$ cat src/rtl/pkt_rr_mux_pkg.sv
// pkt_rr_mux_pkg: FSM state encoding and lowest-set-bit index helper shared by the packet mux
package pkt_rr_mux_pkg;
  typedef enum logic {IDLE = 1'b0, LOCK = 1'b1} state_t;
  function automatic int lsb_idx(input logic [31:0] v);
    lsb_idx = 0;
    for (int i = 31; i >= 0; i--) if (v[i]) lsb_idx = i;
  endfunction
endpackage

$ cat src/rtl/pkt_rr_mux_rr_pick.sv
// rr_pick: combinational masked round-robin pick returning one-hot winner, its index and the mask of bits above it
module rr_pick
  import pkt_rr_mux_pkg::*;
#(
  parameter int N  = 4,
  parameter int IW = $clog2(N)
) (
  input  logic [N-1:0]  req,
  input  logic [N-1:0]  mask,
  output logic [N-1:0]  onehot,
  output logic [IW-1:0] idx,
  output logic [N-1:0]  higher
);
  logic [N-1:0] masked, sel;
  always_comb begin
    masked = req & mask;
    sel    = |masked ? masked : req;
    onehot = sel & (~sel + N'(1));
    idx    = IW'(lsb_idx(32'(sel)));
    higher = ~((onehot << 1) - N'(1));
  end
endmodule

$ cat src/rtl/pkt_rr_mux.sv
// pkt_rr_mux: packet-granular round-robin mux sharing one valid/ready stream among NUM_REQ sources
module pkt_rr_mux
  import pkt_rr_mux_pkg::*;
#(
  parameter int NUM_REQ = 4,
  parameter int DATA_W  = 64,
  parameter int IDX_W   = $clog2(NUM_REQ)
) (
  input  logic                      clk,
  input  logic                      rst,
  input  logic                      arb_enable,
  input  logic [NUM_REQ-1:0]        in_valid,
  input  logic [NUM_REQ-1:0]        in_last,
  input  logic [NUM_REQ*DATA_W-1:0] in_data,
  output logic [NUM_REQ-1:0]        in_ready,
  output logic                      out_valid,
  output logic                      out_last,
  output logic [DATA_W-1:0]         out_data,
  input  logic                      out_ready,
  output logic                      busy,
  output logic [IDX_W-1:0]          grant_idx,
  output logic                      pkt_done
);
  state_t state, nxt;
  logic [NUM_REQ-1:0] mask_reg, hi_reg, elig, win_oh, win_hi;
  logic [IDX_W-1:0] win_idx, g;
  logic done_r, act, hs_last;
  assign elig = arb_enable ? in_valid : {{(NUM_REQ-1){1'b0}}, in_valid[0]};
  rr_pick #(.N(NUM_REQ), .IW(IDX_W)) u_pick (
    .req   (elig),
    .mask  (mask_reg),
    .onehot(win_oh),
    .idx   (win_idx),
    .higher(win_hi)
  );
  always_comb begin
    act       = state == LOCK && !rst;
    out_valid = act && in_valid[g];
    out_last  = act && in_last[g];
    out_data  = act ? in_data[g*DATA_W +: DATA_W] : '0;
    in_ready  = act ? NUM_REQ'(out_ready) << g : '0;
    hs_last   = out_valid && out_ready && out_last;
    nxt       = state == IDLE ? (|win_oh ? LOCK : IDLE) : (hs_last ? IDLE : LOCK);
    busy      = act;
    grant_idx = rst ? '0 : g;
    pkt_done  = done_r && !rst;
  end
  always_ff @(posedge clk) begin
    if (rst) begin
      state    <= IDLE;
      mask_reg <= '1;
      hi_reg   <= '0;
      g        <= '0;
      done_r   <= 1'b0;
    end else begin
      state  <= nxt;
      done_r <= hs_last;
      if (state == IDLE && |win_oh) begin
        g      <= win_idx;
        hi_reg <= win_hi;
      end
      if (hs_last) mask_reg <= hi_reg;
    end
  end
endmodule

$ cat config.mk
export PLATFORM = sky130hd
export DESIGN_NAME = pkt_rr_mux
export DESIGN_NICKNAME = d
export VERILOG_FILES = /design/src/rtl/pkt_rr_mux_pkg.sv /design/src/rtl/pkt_rr_mux_rr_pick.sv /design/src/rtl/pkt_rr_mux.sv
export SDC_FILE = /design/constraint.sdc
export NUM_CORES = 1
export LEC_CHECK = 0
export CELL_PAD_IN_SITES_DETAIL_PLACEMENT = 1
export CELL_PAD_IN_SITES_GLOBAL_PLACEMENT = 2
export CORE_AREA = 8 8 194 122
export CTS_BUF_LIST = sky130_fd_sc_hd__clkbuf_4 sky130_fd_sc_hd__clkbuf_8
export CTS_CLUSTER_DIAMETER = 30
export CTS_CLUSTER_SIZE = 30
export DETAILED_ROUTE_END_ITERATION = 16
export DIE_AREA = 0 0 202 130
export PLACE_DENSITY = 0.91
export SKIP_LAST_GASP = 1
export SYNTH_ARGS = -nofsm -noshare
export SYNTH_HDL_FRONTEND = slang
export SYNTH_SLANG_ARGS = --single-unit
$ cat constraint.sdc
create_clock -name clk -period 5.8 [get_ports clk]
set_input_delay 1.45 -clock clk [delete_from_list [all_inputs] [get_ports clk]]
set_output_delay 1.45 -clock clk [all_outputs]
set_load 0.02 [all_outputs]
==> results of run 1 <==
cells by family after synthesis:
group           Yosys count  share of synthesized area, %
buf+inv                  30                          7.19
flops                    11                          8.33
mux                      66                          56.2
compound gates           27                          7.29
simple gates             96                          21.0
cell type report:
cell class | count | area [µm²]
Fill cell | 2316 | 14300
Timing Repair Buffer | 345 | 3480
Multi-Input combinational cell | 189 | 2240
Tap cell | 279 | 349
Sequential cell | 11 | 228
Clock buffer | 3 | 41.3
Inverter | 4 | 15.0
Clock inverter | 1 | 5.00
routing by layer:
layer / routed length (µm) / vias to the layer above / GRT usage (%)
met1: 7450 / 1694 / 15.3
li1: - / 1556 / -
met3: 1690 / 8 / 4.63
met2: 8740 / 195 / 22.7
met4: 150 / 0 / 1.63
met5: 0 / - / 0
worst max-delay path: stages:
cell	delay (ps)
sky130_fd_sc_hd__clkdlybuf4s50_1	480
sky130_fd_sc_hd__nor2b_4	400
sky130_fd_sc_hd__buf_12	210
sky130_fd_sc_hd__nand3_1	110
sky130_fd_sc_hd__nor2_1	150
sky130_fd_sc_hd__clkdlybuf4s50_1	620
per-stage QoR:
| step | worst slack (ps) | hold WS, ps |
|---|---|---|
| detailed placement | 870 | 467 |
| CTS | 871 | 477 |
| finish | 927 | 472 |
| floorplan | 1820 | 444 |
| global placement | 929 | 459 |
| global route | 785 | 508 |
power breakdown:
group	internal, mW	total [mW]	switching, mW
sequential	0.0809	0.112	0.0308
combinational	0.325	0.473	0.148
clock	0.0473	0.0776	0.0304
total	0.453	0.662	0.209
layout by cell type, fill, tap and decap left out:
master and n:
sky130_fd_sc_hd__a22oi_1 1, sky130_fd_sc_hd__or3b_1 1, sky130_fd_sc_hd__o21a_1 1, sky130_fd_sc_hd__a21oi_1 9, sky130_fd_sc_hd__a222oi_1 1, sky130_fd_sc_hd__clkbuf_8 3, sky130_fd_sc_hd__dfxtp_1 9, sky130_fd_sc_hd__nand4_2 1
sky130_fd_sc_hd__a22oi_2 1, sky130_fd_sc_hd__clkinv_2 1, sky130_fd_sc_hd__buf_12 3, sky130_fd_sc_hd__nor2b_4 1, sky130_fd_sc_hd__o211a_1 3, sky130_fd_sc_hd__o21ai_0 2, sky130_fd_sc_hd__buf_4 1, sky130_fd_sc_hd__nor3_1 2
sky130_fd_sc_hd__nand3_1 2, sky130_fd_sc_hd__nand2b_1 1, sky130_fd_sc_hd__mux4_2 66, sky130_fd_sc_hd__o31ai_1 1, sky130_fd_sc_hd__a31o_2 1, sky130_fd_sc_hd__inv_1 4, sky130_fd_sc_hd__clkdlybuf4s50_1 341, sky130_fd_sc_hd__a2bb2oi_1 2
sky130_fd_sc_hd__and2_1 66, sky130_fd_sc_hd__nor2b_1 2, sky130_fd_sc_hd__o211ai_1 2, sky130_fd_sc_hd__o21bai_1 1, sky130_fd_sc_hd__a21o_1 1, sky130_fd_sc_hd__dfxtp_4 2, sky130_fd_sc_hd__nand2_1 9, sky130_fd_sc_hd__a31oi_1 1
sky130_fd_sc_hd__nor2_1 11
worst paths after layout:
| path | from | to | cells past startpoint |
|---|---|---|---|
| worst min-delay path | hi_reg[3] | hi_reg[3] | 2 |
| worst max-delay path | rst | in_ready[2] | 6 |
| worst min register to register | hi_reg[3] | hi_reg[3] | 2 |
| worst max register to register | g[1] | mask_reg[3] | 4 |
==> run_summary.xml, run 1 <==
<?xml version="1.0" encoding="UTF-8"?>
<metrics>
  <group name="worst_setup_path">
    <metric name="worstPathRequired" unit="ps">4350</metric>
    <metric name="ff2ff_setup_slack" unit="ps">3730</metric>
    <metric name="path_class" unit="">in2out</metric>
    <metric name="crit_path_end_kind" unit="">output port</metric>
    <metric name="timing.critical_path.arrival" unit="ps">3420</metric>
    <metric name="start_kind" unit="">input pin</metric>
    <metric name="worst-path-max-fanout" unit="">22</metric>
  </group>
  <group name="logic_synthesis">
    <metric name="netlist_top_cells_area" unit="">sky130_fd_sc_hd__mux4_2 (56%), sky130_fd_sc_hd__and2_1 (16%), sky130_fd_sc_hd__dfxtp_1 (8.3%)</metric>
    <metric name="synth.largest_area_cell" unit="">sky130_fd_sc_hd__mux4_2</metric>
    <metric name="synth_edf_count" unit="">0</metric>
    <metric name="synth_async_reset_ratio" unit="%">0</metric>
    <metric name="synthDominantCellAreaShare" unit="%">56.2</metric>
    <metric name="dominantRegCellSynth" unit="">sky130_fd_sc_hd__dfxtp_1</metric>
    <metric name="postSynthAreaPerCell" unit="µm²">11.5</metric>
    <metric name="synth_fp_nets" unit="">498</metric>
    <metric name="post_synth_num_cell_types" unit="">32</metric>
    <metric name="yosys_warnings" unit="">0</metric>
    <metric name="ys_seq_area_share" unit="%">8.33</metric>
    <metric name="synth_seq_cells" unit="">11</metric>
    <metric name="synth_top_cells_by_count" unit="">sky130_fd_sc_hd__and2_1 (66), sky130_fd_sc_hd__mux4_2 (66), sky130_fd_sc_hd__clkbuf_1 (15)</metric>
    <metric name="post_synth_instance_area" unit="mm²">0.00264</metric>
    <metric name="synthCells" unit="">230</metric>
  </group>
  <group name="finish">
    <metric name="finalCoreUtilization" unit="%">30.8</metric>
    <metric name="areaGrowthSynthToFinish" unit="%">141</metric>
    <metric name="final_design_area_no_fill" unit="mm²">0.00636</metric>
    <metric name="final_cell_count_no_fill" unit="">832</metric>
    <metric name="antenna_cells_inserted" unit="">0</metric>
    <metric name="largest_reg_flops" unit="">4</metric>
    <metric name="layout-drive-gt1-share" unit="%">14.5</metric>
    <metric name="layout.nets" unit="">822</metric>
  </group>
  <group name="global_route">
    <metric name="grt_antenna_before_repair" unit="">0</metric>
    <metric name="grt_start_max_net_pins" unit="">72</metric>
    <metric name="grt_pass1_vias" unit="">4028</metric>
    <metric name="grt_remaining_overflow" unit="">0</metric>
    <metric name="combined_global_route_utilization_of_all_metal_layers" unit="%">12.9</metric>
    <metric name="global_route_wire_length_before_repair" unit="µm">26300</metric>
  </group>
  <group name="clocking">
    <metric name="clock_tree.buffer_depth" unit="">2</metric>
    <metric name="number_of_clock_sinks_seen_by_cts" unit="">11</metric>
    <metric name="ctsHoldBuffers" unit="">0</metric>
    <metric name="clk_pin_slew" unit="ps">50</metric>
    <metric name="cts_inserted_buffers" unit="">3</metric>
    <metric name="number_of_buffers_inserted_by_post_cts_setup_repair" unit="">0</metric>
    <metric name="root_buffer" unit="">sky130_fd_sc_hd__clkbuf_8</metric>
    <metric name="clock_insertion_delay_worst_skew" unit="ps">240</metric>
    <metric name="number_of_gates_resized_after_cts" unit="">0</metric>
    <metric name="h-tree-depth" unit="">1</metric>
    <metric name="cts_tree" unit="">built</metric>
  </group>
  <group name="status">
    <metric name="status" unit="">completed</metric>
  </group>
  <group name="floorplanning">
    <metric name="die_w" unit="µm">202</metric>
    <metric name="floorplan.initialDensity" unit="%">12.8</metric>
    <metric name="io-pin-count" unit="">342</metric>
    <metric name="floorplan.die_area" unit="mm²">0.0263</metric>
    <metric name="std_cell_rows" unit="">41</metric>
    <metric name="placeableCoreArea" unit="mm²">0.0207</metric>
    <metric name="chipHeight" unit="µm">130</metric>
  </group>
  <group name="route">
    <metric name="drt_first_pass_iters" unit="">4</metric>
    <metric name="drt_wl_total" unit="µm">18000</metric>
    <metric name="drt-wirelength-per-cell" unit="µm">21.7</metric>
    <metric name="detailedRoute.firstIterationViolations" unit="">110</metric>
    <metric name="remaining_drc_errors" unit="">0</metric>
    <metric name="detailroute.via_count" unit="">3453</metric>
    <metric name="detail_route.vias_per_cell" unit="">4.15</metric>
    <metric name="drt.antenna.violating_nets" unit="">0</metric>
  </group>
  <group name="sta">
    <metric name="timing.final.hold_violations" unit="">0</metric>
    <metric name="max_slew.worst_pin.slew" unit="ps">1020</metric>
    <metric name="rsz0062_at_grt" unit="">no</metric>
    <metric name="achievable-frequency" unit="MHz">205</metric>
    <metric name="finalSetupViolations" unit="">0</metric>
    <metric name="fin_crit_sh" unit="%">84.0</metric>
    <metric name="timing_max_transition_violations_final" unit="">0</metric>
    <metric name="finalWorstPathRequiredPeriod" unit="ps">4870</metric>
    <metric name="finalClockSkew" unit="ps">4.51</metric>
    <metric name="relSlewSlack" unit="%">32.1</metric>
    <metric name="fin_tns_setup" unit="ps">0</metric>
  </group>
  <group name="pwr">
    <metric name="power.total" unit="µW">662</metric>
    <metric name="static-leakage-power" unit="nW">2.17</metric>
    <metric name="power_density" unit="mW/mm²">104</metric>
    <metric name="vdd_ir_drop_max" unit="mV">0.0659</metric>
  </group>
  <group name="job">
    <metric name="max_cap_viol_count" unit="">0</metric>
  </group>
  <group name="place">
    <metric name="place.detailed.hpwl" unit="µm">15600</metric>
    <metric name="gp_routability_congestion" unit="">0.811</metric>
    <metric name="numPlacedInstances" unit="">828</metric>
    <metric name="portBuffers" unit="">341</metric>
    <metric name="placement.cell_area" unit="mm²">0.00631</metric>
  </group>
  <group name="hold_path">
    <metric name="tightest_hold_check_type" unit="">reg2reg</metric>
  </group>
</metrics>
Power figures use the tool's default switching activity.
==> inputs of run 2 (changes only) <==
Settings changed: CORE_AREA 8 8 194 122 to 8 8 201 126, DIE_AREA 0 0 202 130 to 0 0 209 134, PLACE_DENSITY 0.91 to 0.86.
Clock period 5.8 ns to 4.7 ns, I/O delays scaled along.
==> run 2 against run 1 <==
First-iteration DRC count rose by 7.3%. Wire length rose by 3.1%. Clock power rose by 26%. Utilization fell by 2.3 points. Critical path type unchanged. Largest cell class unchanged. Final area rose by 0.77%. Total power rose by 25%. Die area rose by 6.6%. Global-route usage fell by 0.28 points. Setup slack got worse by 390 ps.
==> run_summary.xml, run 2 (synthesis gave the netlist of run 1 again) <==
<?xml version="1.0" encoding="UTF-8"?>
<metrics>
  <group name="status">
    <metric name="status" unit="">completed</metric>
  </group>
  <group name="job">
    <metric name="max_cap_viol_count" unit="">0</metric>
  </group>
  <group name="floorplanning">
    <metric name="floorplan.die_area" unit="mm²">0.0280</metric>
    <metric name="std_cell_rows" unit="">43</metric>
    <metric name="floorplan.initialDensity" unit="%">11.8</metric>
    <metric name="placeableCoreArea" unit="mm²">0.0225</metric>
    <metric name="die_w" unit="µm">209</metric>
    <metric name="io-pin-count" unit="">342</metric>
    <metric name="chipHeight" unit="µm">134</metric>
  </group>
  <group name="clocking">
    <metric name="clock_tree.buffer_depth" unit="">2</metric>
    <metric name="number_of_buffers_inserted_by_post_cts_setup_repair" unit="">0</metric>
    <metric name="h-tree-depth" unit="">1</metric>
    <metric name="cts_tree" unit="">built</metric>
    <metric name="number_of_gates_resized_after_cts" unit="">0</metric>
    <metric name="cts_inserted_buffers" unit="">3</metric>
    <metric name="root_buffer" unit="">sky130_fd_sc_hd__clkbuf_8</metric>
    <metric name="number_of_clock_sinks_seen_by_cts" unit="">11</metric>
    <metric name="ctsHoldBuffers" unit="">0</metric>
    <metric name="clock_insertion_delay_worst_skew" unit="ps">240</metric>
    <metric name="clk_pin_slew" unit="ps">50</metric>
  </group>
  <group name="place">
    <metric name="portBuffers" unit="">341</metric>
    <metric name="numPlacedInstances" unit="">845</metric>
    <metric name="gp_routability_congestion" unit="">0.813</metric>
    <metric name="place.detailed.hpwl" unit="µm">16300</metric>
    <metric name="dp_slack" unit="ps">515</metric>
  </group>
  <group name="finish">
    <metric name="finalCoreUtilization" unit="%">28.5</metric>
    <metric name="largest_reg_flops" unit="">4</metric>
    <metric name="layout.cells.most_common_list" unit="">sky130_fd_sc_hd__clkdlybuf4s50_1 (332), sky130_fd_sc_hd__mux4_2 (66), sky130_fd_sc_hd__and2_1 (66)</metric>
    <metric name="antenna_cells_inserted" unit="">0</metric>
    <metric name="layout-drive-gt1-share" unit="%">16.7</metric>
    <metric name="final_cell_count_no_fill" unit="">849</metric>
    <metric name="layout.nets" unit="">826</metric>
    <metric name="areaGrowthSynthToFinish" unit="%">142</metric>
    <metric name="leading_cell_type_in_the_layout_fill_and_taps_excluded" unit="">sky130_fd_sc_hd__clkdlybuf4s50_1</metric>
  </group>
  <group name="hold_path">
    <metric name="hold-path-cell-count" unit="">2</metric>
    <metric name="tightest_hold_check_type" unit="">reg2reg</metric>
  </group>
  <group name="sta">
    <metric name="finalClockSkew" unit="ps">1.22</metric>
    <metric name="rsz0062_at_grt" unit="">no</metric>
    <metric name="achievable-frequency" unit="MHz">240</metric>
    <metric name="fin_crit_sh" unit="%">88.5</metric>
    <metric name="timing.final.hold_violations" unit="">0</metric>
    <metric name="finalWorstPathRequiredPeriod" unit="ps">4160</metric>
    <metric name="max_slew.worst_pin.slew" unit="ps">710</metric>
    <metric name="timing_max_transition_violations_final" unit="">0</metric>
    <metric name="fin_tns_setup" unit="ps">0</metric>
    <metric name="worst_slack" unit="ps">541</metric>
    <metric name="relSlewSlack" unit="%">52.7</metric>
    <metric name="finalSetupViolations" unit="">0</metric>
  </group>
  <group name="pwr">
    <metric name="vdd_ir_drop_max" unit="mV">0.0881</metric>
    <metric name="static-leakage-power" unit="nW">2.21</metric>
    <metric name="power_density" unit="mW/mm²">129</metric>
  </group>
  <group name="route">
    <metric name="detail_route.vias_per_cell" unit="">4.05</metric>
    <metric name="remaining_drc_errors" unit="">0</metric>
    <metric name="detailroute.via_count" unit="">3442</metric>
    <metric name="drt_wl_total" unit="µm">18600</metric>
    <metric name="drt-wirelength-per-cell" unit="µm">21.9</metric>
    <metric name="detailedRoute.firstIterationViolations" unit="">118</metric>
    <metric name="drt_first_pass_iters" unit="">4</metric>
    <metric name="drt.antenna.violating_nets" unit="">0</metric>
  </group>
  <group name="global_route">
    <metric name="met3_usage" unit="%">4.24</metric>
    <metric name="combined_global_route_utilization_of_all_metal_layers" unit="%">12.6</metric>
    <metric name="grt_antenna_before_repair" unit="">1</metric>
    <metric name="globalRouteMet1Util" unit="%">15.7</metric>
    <metric name="global_route.peak_usage_layer" unit="">met2</metric>
    <metric name="grt_pass1_vias" unit="">3915</metric>
    <metric name="grt_remaining_overflow" unit="">0</metric>
    <metric name="grt_start_max_net_pins" unit="">48</metric>
    <metric name="global_route_wire_length_before_repair" unit="µm">27000</metric>
    <metric name="globalRouteMet2Util" unit="%">21.5</metric>
  </group>
  <group name="worst_setup_path">
    <metric name="start_kind" unit="">input pin</metric>
    <metric name="crit_path_end_kind" unit="">output port</metric>
    <metric name="worst-r2r-cell-count" unit="">4</metric>
    <metric name="path_class" unit="">in2out</metric>
    <metric name="worstPathRequired" unit="ps">3520</metric>
    <metric name="timing.critical_path.arrival" unit="ps">2980</metric>
    <metric name="worst-path-max-fanout" unit="">34</metric>
  </group>
</metrics>
-- run 2: worst paths after layout --
check,from,endpoint,slack (ps)
worst max-delay path,rst,out_data[29],540
worst min-delay path,hi_reg[3],hi_reg[3],490
worst max register to register,g[0],mask_reg[1],2780
worst min register to register,hi_reg[3],hi_reg[3],490
-- run 2: cell type report --
type | instances | area, µm²
clock buffer | 3 | 41.3
fill | 2609 | 16100
sequential | 11 | 228
timing repair buffer | 349 | 3510
clock inverter | 1 | 5.00
multi-input combinational | 189 | 2240
inverter | 4 | 15.0
tap | 292 | 365
-- run 2: metrics by stage --
step           hold WS (ps)  area [µm²]  power, mW
2_1_floorplan           444        2640      0.382
6_report                494        6410      0.829
5_1_grt                 519        6410      0.882
3_5_place_dp            472        6360      0.743
3_3_place_gp            466        6360      0.738
4_1_cts                 490        6410      0.844
-- run 2: routing by layer --
layer	vias to the layer above	part of all wire, %
li1	1561	-
met1	1668	43
met2	203	47
met3	8	8.7
met4	2	0.68
met5	-	0.070
-- run 2: critical path, cell delays in order --
cell                              delay [ps]
sky130_fd_sc_hd__clkdlybuf4s50_1         460
sky130_fd_sc_hd__nor2b_4                 150
sky130_fd_sc_hd__buf_4                   320
sky130_fd_sc_hd__and2_1                  200
sky130_fd_sc_hd__clkdlybuf4s50_1         640
-- run 2: where the power goes --
| part | total (mW) | switching (mW) | internal [mW] | leakage (nW) |
|---|---|---|---|---|
| logic | 0.600 | 0.196 | 0.404 | 2.10 |
| clock network | 0.0976 | 0.0391 | 0.0585 | 0.0255 |
| registers | 0.131 | 0.0316 | 0.0999 | 0.0919 |
==> inputs of run 3 (changes only) <==
Settings changed: CORE_AREA 8 8 201 126 to 2 2 195 120, DIE_AREA 0 0 209 134 to 0 0 197 122, GPL_TIMING_DRIVEN set to 0.
==> run 3 against run 2 <==
Clock skew up 4.2 ps. Cell count up 2.0%. Combinational power up 5.2%. Total power up 0.43%. Register-to-register slack better by 310 ps. Fmax down 7.1%. First-iteration DRC count down 5.1%. Global-route usage up 0.55 points. Sequential share of layout area down 0.15 points.
==> run_summary.xml, run 3 (synthesis gave the netlist of run 1 again) <==
<?xml version="1.0" encoding="UTF-8"?>
<metrics>
  <group name="status">
    <metric name="status" unit="">completed</metric>
  </group>
  <group name="finish">
    <metric name="final_cell_count_no_fill" unit="">866</metric>
    <metric name="nFillCells" unit="">2590</metric>
    <metric name="antenna_cells_inserted" unit="">0</metric>
    <metric name="leading_cell_type_in_the_layout_fill_and_taps_excluded" unit="">sky130_fd_sc_hd__clkdlybuf4s50_1</metric>
    <metric name="largest_reg_flops" unit="">4</metric>
    <metric name="areaGrowthSynthToFinish" unit="%">145</metric>
    <metric name="layout.nets" unit="">843</metric>
    <metric name="layout.cells.most_common_list" unit="">sky130_fd_sc_hd__clkdlybuf4s50_1 (341), sky130_fd_sc_hd__mux4_2 (66), sky130_fd_sc_hd__and2_1 (66)</metric>
    <metric name="layout-drive-gt1-share" unit="%">15.0</metric>
  </group>
  <group name="clocking">
    <metric name="clock_tree.buffer_depth" unit="">2</metric>
    <metric name="cts_inserted_buffers" unit="">3</metric>
    <metric name="ctsHoldBuffers" unit="">0</metric>
    <metric name="root_buffer" unit="">sky130_fd_sc_hd__clkbuf_8</metric>
    <metric name="clock_insertion_delay_worst_skew" unit="ps">240</metric>
    <metric name="number_of_buffers_inserted_by_post_cts_setup_repair" unit="">0</metric>
    <metric name="cts_tree" unit="">built</metric>
    <metric name="number_of_clock_sinks_seen_by_cts" unit="">11</metric>
    <metric name="clk_pin_slew" unit="ps">60</metric>
    <metric name="h-tree-depth" unit="">1</metric>
  </group>
  <group name="sta">
    <metric name="timing_max_transition_violations_final" unit="">0</metric>
    <metric name="relSlewSlack" unit="%">54.3</metric>
    <metric name="finalWorstPathRequiredPeriod" unit="ps">4470</metric>
    <metric name="finalSetupViolations" unit="">0</metric>
    <metric name="finalClockSkew" unit="ps">5.45</metric>
    <metric name="fin_tns_setup" unit="ps">0</metric>
    <metric name="max_slew.worst_pin.slew" unit="ps">685</metric>
    <metric name="achievable-frequency" unit="MHz">223</metric>
    <metric name="timing.final.hold_violations" unit="">0</metric>
    <metric name="fin_crit_sh" unit="%">95.2</metric>
    <metric name="rsz0062_at_grt" unit="">no</metric>
  </group>
  <group name="floorplanning">
    <metric name="placeableCoreArea" unit="mm²">0.0225</metric>
    <metric name="std_cell_rows" unit="">43</metric>
    <metric name="chipHeight" unit="µm">122</metric>
    <metric name="floorplan.die_area" unit="mm²">0.0240</metric>
    <metric name="io-pin-count" unit="">342</metric>
    <metric name="floorplan.initialDensity" unit="%">11.8</metric>
    <metric name="die_w" unit="µm">197</metric>
  </group>
  <group name="route">
    <metric name="detailroute.via_count" unit="">3481</metric>
    <metric name="detail_route.vias_per_cell" unit="">4.02</metric>
    <metric name="remaining_drc_errors" unit="">0</metric>
    <metric name="drt_wl_total" unit="µm">16700</metric>
    <metric name="drt-wirelength-per-cell" unit="µm">19.2</metric>
    <metric name="drt.antenna.violating_nets" unit="">0</metric>
    <metric name="detailedRoute.firstIterationViolations" unit="">112</metric>
    <metric name="drt_first_pass_iters" unit="">4</metric>
  </group>
  <group name="hold_path">
    <metric name="tightest_hold_check_type" unit="">reg2reg</metric>
    <metric name="hold-path-cell-count" unit="">2</metric>
  </group>
  <group name="pwr">
    <metric name="power_density" unit="mW/mm²">129</metric>
    <metric name="static-leakage-power" unit="nW">2.23</metric>
    <metric name="vdd_ir_drop_max" unit="mV">0.0817</metric>
  </group>
  <group name="job">
    <metric name="max_cap_viol_count" unit="">0</metric>
  </group>
  <group name="worst_setup_path">
    <metric name="path_class" unit="">in2out</metric>
    <metric name="worst-r2r-cell-count" unit="">4</metric>
    <metric name="crit_path_end_kind" unit="">output port</metric>
    <metric name="worst-path-max-fanout" unit="">10</metric>
    <metric name="reg2reg_to" unit="">state</metric>
    <metric name="worstPathRequired" unit="ps">3520</metric>
    <metric name="crit_start" unit="">rst</metric>
    <metric name="worstReg2RegStart" unit="">mask_reg[2]</metric>
    <metric name="worstSetupEndpoint" unit="">out_data[10]</metric>
    <metric name="timing.critical_path.arrival" unit="ps">3300</metric>
    <metric name="ff2ff_setup_slack" unit="ps">3090</metric>
    <metric name="start_kind" unit="">input pin</metric>
  </group>
  <group name="place">
    <metric name="portBuffers" unit="">341</metric>
    <metric name="place.detailed.hpwl" unit="µm">14800</metric>
    <metric name="numPlacedInstances" unit="">863</metric>
    <metric name="gp_routability_congestion" unit="">0.768</metric>
  </group>
  <group name="global_route">
    <metric name="combined_global_route_utilization_of_all_metal_layers" unit="%">13.1</metric>
    <metric name="grt_pass1_vias" unit="">3730</metric>
    <metric name="grt_remaining_overflow" unit="">0</metric>
    <metric name="global_route_wire_length_before_repair" unit="µm">23700</metric>
    <metric name="grt_antenna_before_repair" unit="">2</metric>
    <metric name="grt_start_max_net_pins" unit="">20</metric>
  </group>
</metrics>
run 3: cell types whose count changed in the layout (fill, tap and decap cells not counted), sizes merged:
cell / previous run / this run
clkbuf: 3 / 17
clkdlybuf4s50: 332 / 341
buf: 17 / 11
run 3: layer usage:
layer	share of wire [%]	track usage, %	routed length, µm	vias to the layer above
met5	0	0	0	-
met4	0.32	0.987	54	0
met3	9.4	3.88	1570	8
met2	47	22.0	7790	186
met1	43	17.4	7240	1685
li1	-	-	-	1602
run 3: layout make-up:
cell class	instances	area [µm²]	area share (%)
clock inverters	1	5.00	0.0774
clock buffers	3	41.3	0.638
multi-input cells	189	2230	34.5
flip-flops and latches	11	220	3.40
inverters	4	15.0	0.232
plain buffers	25	176	2.73
well taps	292	365	5.65
repair buffers	341	3410	52.8
run 3: how the worst min path moves through the flow:
stage / start / to / slack [ps]
final: hi_reg[3] / hi_reg[3] / 490
after floorplan: hi_reg[3] / hi_reg[3] / 440
after CTS: hi_reg[2] / hi_reg[2] / 490
after detailed placement: hi_reg[2] / hi_reg[2] / 480
after global placement: hi_reg[3] / hi_reg[3] / 460
after global routing: hi_reg[3] / hi_reg[3] / 530
run 3: worst max-delay path, cell delays in order:
cell	delay [ps]
sky130_fd_sc_hd__clkdlybuf4s50_1	440
sky130_fd_sc_hd__nor2b_1	120
sky130_fd_sc_hd__clkbuf_2	280
sky130_fd_sc_hd__clkbuf_1	460
sky130_fd_sc_hd__and2_1	210
sky130_fd_sc_hd__clkdlybuf4s50_1	610
run 3: power by group:
part | total (mW) | switching (mW) | internal (mW)
Combinational | 0.631 | 0.221 | 0.410
Clock | 0.0978 | 0.0394 | 0.0584
Sequential | 0.104 | 0.00427 | 0.0999
Total | 0.833 | 0.265 | 0.568
run 3: metrics by stage:
stage	total power [mW]	setup slack (ps)	instance area (µm²)	utilization (%)	hold slack, ps
finish	0.833	226	6470	28.8	491
floorplan	0.382	1270	2640	-	444
CTS	0.846	79.2	6470	28.8	495
detailed placement	0.746	-599	6420	28.6	476
global placement	0.741	-575	6420	28.6	460
global route	0.888	16.6	6470	28.8	532
run 3: what timing repair did:
action | in CTS | in global routing
pin swaps | 0 | 0
endpoints found under the setup margin | 64 | 3
gates resized for setup | 2 | 2
